[config.mk]
export PLATFORM = sky130hd
export DESIGN_NAME = mem_arbiter
export DESIGN_NICKNAME = d
export VERILOG_FILES = /design/src/rtl/mem_arb_pkg.sv /design/src/rtl/mem_arbiter.sv
export SDC_FILE = /design/constraint.sdc
export NUM_CORES = 1
export LEC_CHECK = 0
export ABC_AREA = 1
export CORE_MARGIN = 1
export CORE_UTILIZATION = 45
export DETAILED_ROUTE_END_ITERATION = 16
export GPL_TIMING_DRIVEN = 1
export MAX_ROUTING_LAYER = met4
export PLACE_DENSITY = 0.86
export SLEW_MARGIN = 20
export SYNTH_ARGS = -nofsm -noshare
export SYNTH_HDL_FRONTEND = slang
export SYNTH_SLANG_ARGS = --single-unit
export TNS_END_PERCENT = 5
[constraint.sdc]
create_clock -name clk -period 4 [get_ports clk]
set_input_delay 0.8 -clock clk [delete_from_list [all_inputs] [get_ports clk]]
set_output_delay 0.8 -clock clk [all_outputs]
set_load 0.1 [all_outputs]
[src/rtl/mem_arb_pkg.sv]
// rtl/mem_arb_pkg.sv - shared FSM encoding and default limits for the memory arbiter
package mem_arb_pkg;

  localparam logic [1:0] IDLE   = 2'd0;
  localparam logic [1:0] BUSY_I = 2'd1;
  localparam logic [1:0] BUSY_D = 2'd2;
  localparam logic [1:0] DONE   = 2'd3;

  localparam int STARVE_MAX_DEFAULT = 4;
  localparam int TIMEOUT_DEFAULT    = 16;

endpackage

[src/rtl/mem_arbiter.sv]
// rtl/mem_arbiter.sv - fetch/data arbiter in front of a single-port memory
// with starvation guard for fetch and a bounded wait on mem_ack.
module mem_arbiter
  import mem_arb_pkg::*;
#(
  parameter int ADDR_WIDTH = 32,
  parameter int DATA_WIDTH = 32,
  parameter int STARVE_MAX = STARVE_MAX_DEFAULT,
  parameter int TIMEOUT    = TIMEOUT_DEFAULT
) (
  input  logic                  clk,
  input  logic                  reset,
  input  logic                  if_req,
  input  logic [ADDR_WIDTH-1:0] if_addr,
  output logic [DATA_WIDTH-1:0] if_rdata,
  output logic                  if_ready,
  input  logic                  d_req,
  input  logic                  d_we,
  input  logic [ADDR_WIDTH-1:0] d_addr,
  input  logic [DATA_WIDTH-1:0] d_wdata,
  output logic [DATA_WIDTH-1:0] d_rdata,
  output logic                  d_ready,
  output logic                  mem_en,
  output logic                  mem_we,
  output logic [ADDR_WIDTH-1:0] mem_addr,
  output logic [DATA_WIDTH-1:0] mem_wdata,
  input  logic [DATA_WIDTH-1:0] mem_rdata,
  input  logic                  mem_ack,
  output logic                  err
);

  localparam int SW = $clog2(STARVE_MAX + 1);
  localparam int WW = $clog2(TIMEOUT + 1);

  logic [1:0]    state;
  logic [SW-1:0] starveCnt;
  logic [WW-1:0] waitCnt;
  logic          dataWins;
  logic          accessEnds;

  assign dataWins   = d_req && (!if_req || (starveCnt < SW'(STARVE_MAX)));
  // waitCnt holds the BUSY cycles already spent, so this is the TIMEOUT-th one
  assign accessEnds = mem_ack || (waitCnt == WW'(TIMEOUT - 1));

  always_ff @(posedge clk) begin
    if (reset) begin
      state     <= IDLE;
      starveCnt <= '0;
      waitCnt   <= '0;
      mem_en    <= 1'b0;
      mem_we    <= 1'b0;
      mem_addr  <= '0;
      mem_wdata <= '0;
      if_ready  <= 1'b0;
      d_ready   <= 1'b0;
      if_rdata  <= '0;
      d_rdata   <= '0;
      err       <= 1'b0;
    end else begin
      if (!if_req) begin
        starveCnt <= '0;
      end
      case (state)
        IDLE: begin
          waitCnt <= '0;
          if (dataWins) begin
            state     <= BUSY_D;
            mem_en    <= 1'b1;
            mem_we    <= d_we;
            mem_addr  <= d_addr;
            mem_wdata <= d_wdata;
            if (if_req && (starveCnt < SW'(STARVE_MAX))) begin
              starveCnt <= starveCnt + 1'b1;
            end
          end else if (if_req) begin
            state     <= BUSY_I;
            mem_en    <= 1'b1;
            mem_we    <= 1'b0;
            mem_addr  <= if_addr;
            mem_wdata <= '0;
            starveCnt <= '0;
          end
        end
        BUSY_I, BUSY_D: begin
          if (accessEnds) begin
            state  <= DONE;
            mem_en <= 1'b0;
            mem_we <= 1'b0;
            if (!mem_ack) begin
              err <= 1'b1;
            end
            if (state == BUSY_I) begin
              if_ready <= 1'b1;
              if_rdata <= mem_ack ? mem_rdata : '0;
            end else begin
              d_ready <= 1'b1;
              d_rdata <= (mem_ack && !mem_we) ? mem_rdata : '0;
            end
          end else begin
            waitCnt <= waitCnt + 1'b1;
          end
        end
        default: begin
          state    <= IDLE;
          if_ready <= 1'b0;
          d_ready  <= 1'b0;
        end
      endcase
    end
  end

endmodule

==> results.json <==
{
  "insertion_delay_ns": 0.41,
  "design_area_mm2": 0.00914,
  "die_h_um": 117,
  "clk_pin_slew_ns": 0.05,
  "fmax_ghz": 0.360,
  "avgSynthCellArea_um2": 7.15,
  "status": "complete, no violations",
  "end_kind": "output pin",
  "r2r-start": "waitCnt[0]",
  "drt-initial-drc-count": 587,
  "place_area_mm2": 0.00856,
  "synth_nets": 966,
  "cp_top_family": "buffers and inverters",
  "worst-setup-path-type": "flop to output pin",
  "synthFlopType": "dfxtp_1",
  "crit_required_ns": 3.20,
  "hold-path-cell-count": 2,
  "cts_hold_buf": 0,
  "syn_to_final_growth_pct": 55.0,
  "fin_setup_tns_ns": 0,
  "rows": 41,
  "final-hold-violation-count": 0,
  "drv_cap": 0,
  "synth_area_leaders": "dfxtp_1, nand2_1, nor2_1",
  "worstHoldPathType": "flop to flop",
  "synth_edf_count": 0,
  "cts_tree": "done",
  "cts_resized": 0,
  "grt_pass1_vias": 5769,
  "drcViolationCount": 0,
  "synth_top_area_share": 0.485,
  "arrival_ns": 1.98,
  "overflow": 0,
  "drive_above_1_share": 0.0512,
  "postCtsSetupBuffers": 0,
  "yosysMostFrequentCell": "nand2_1",
  "yosysSeqAreaShare": 0.485,
  "cp_max_fo": 3,
  "worstMarginPinSlew_ns": 1.08,
  "slew_viol_final": 0,
  "start_kind": "flop",
  "vias_per_cell": 5.00,
  "ir_drop_uv": 496,
  "initial_core_util": 0.464,
  "hpwl_mm": 12.3,
  "clock-sinks": 143,
  "hold_start": "mem_wdata[9]",
  "synth_top_cell_by_area": "dfxtp_1",
  "die_x_um": 117,
  "clk_path_buf_depth": 2,
  "grt_pass1_wl_mm": 27.0,
  "grt_setup_unrepaired": "false",
  "setup_viol_count_final": 0,
  "cp_slowest_stage_delay_ns": 1.18,
  "synthCells": 825,
  "vias": 6235,
  "worstReg2RegEnd": "if_rdata[16]",
  "reg2reg_slack_ns": 1.63,
  "die-area_mm2": 0.0136,
  "num_antenna_cells": 0,
  "fin_skew_ns": 0.00601,
  "coreArea_mm2": 0.0127,
  "ys_warn_count": 0,
  "async_flop_share": 0,
  "powerDensity_mw_per_mm2": 915,
  "power_leakage_uw": 0.00369,
  "synth_cell_types": 26,
  "crit_path_top_delay_cell": "clkdlybuf4s50_1",
  "wl_per_cell_um": 14.1,
  "n_fill_cell": 1018,
  "finalCriticalPeriod_ns": 2.78,
  "io_buffers": 266,
  "period_share": 0.694,
  "rr_worst_depth": 12,
  "htreeDepth": 4,
  "antenna_found_initial": 0,
  "top_level_ports": 267,
  "track_usage": 0.268,
  "relSlewSlack": 0.275,
  "ant_nets": 0,
  "crit_buf_inv": 1,
  "layout.nets": 1204,
  "place_congestion": 0.825,
  "crit_chain": "clkdlybuf4s50_1",
  "routed_wirelength_mm": 17.6,
  "drt-pass1-iter-count": 5,
  "synth_seq_cells": 143,
  "grt_max_degree": 76,
  "synth_common_cells": "nand2_1, dfxtp_1, nor2_1",
  "cts_buffers": 17,
  "cts_root_buf": "clkbuf_16",
  "min_to": "mem_wdata[9]",
  "netlist_area_mm2": 0.00590
}
## layer usage
| layer | wire length (um) | up-vias | global-route usage |
|---|---|---|---|
| li1 | - | 3130 | - |
| met1 | 6940 | 2801 | 0.290 |
| met2 | 8820 | 260 | 0.454 |
| met3 | 1360 | 44 | 0.0732 |
| met4 | 460 | 0 | 0.124 |
| met5 | 0 | - | - |
## flip-flops by register name, indices dropped and copies added (netlist names)
| signal | flops |
|---|---|
| if_rdata | 32 |
| waitCnt | 5 |
| if_ready | 1 |
| mem_en | 1 |
| starveCnt | 3 |
| mem_wdata | 32 |
| mem_addr | 32 |
| d_ready | 1 |
| err | 1 |
| mem_we | 1 |
| state | 2 |
| d_rdata | 32 |
## kinds of logic after synthesis
logic type / Yosys count / synth area share
simple gates: 421 / 0.288
compound gates: 175 / 0.149
flops: 143 / 0.485
fa+ha+maj: 7 / 0.0148
buf+inv: 79 / 0.0630
## layout make-up
type	count	area, um2	area share
flip-flops and latches	143	2860	0.313
repair buffers	276	2730	0.299
multi-input cells	603	2670	0.292
clock buffers	24	472	0.0516
well taps	172	215	0.0235
clock inverters	7	110	0.0120
inverters	22	85.1	0.00931
## power by group
group	switching (uW)	internal, uW
clock network	560	1010
registers	205	1820
logic	3710	1070
total	4470	3900
## how the worst max path moves through the flow
stage / end / cells after the start / from
2_1_floorplan: mem_we / 0 / mem_we
3_3_place_gp: state[0] / 7 / if_req
3_5_place_dp: state[0] / 7 / if_req
4_1_cts: mem_we / 1 / mem_we
5_1_grt: mem_en / 1 / mem_en
6_report: mem_we / 1 / mem_we
## cell usage in the layout (no fill, tap or decap), types with 2 or more instances in the layout
master / n
clkdlybuf4s50_1: 265
nand2_1: 223
dfxtp_1: 143
nor2_1: 142
a21oi_1: 74
o21ai_0: 60
o21ai_1: 39
nand3_1: 36
clkbuf_16: 17
inv_1: 16
buf_4: 10
ha_1: 7
inv_2: 5
nor2_4: 5
nand2_2: 5
clkbuf_1: 5
nand4_1: 4
clkinv_2: 4
bufinv_16: 3
nor3_1: 2
nor2_2: 2
clkbuf_8: 2
## per-stage QoR
step	power, uW	instances	setup slack (ns)	hold slack [ns]	util
after CTS	8400	1247	1.19	0.460	0.719
final	8370	1247	1.22	0.459	0.719
after global routing	8730	1247	1.16	0.476	0.719
after detailed placement	6810	1216	1.02	0.452	0.673
after floorplan	5700	825	2.25	0.439	-
after global placement	6770	1216	1.09	0.446	0.673
(Power assumes the default switching activity.)
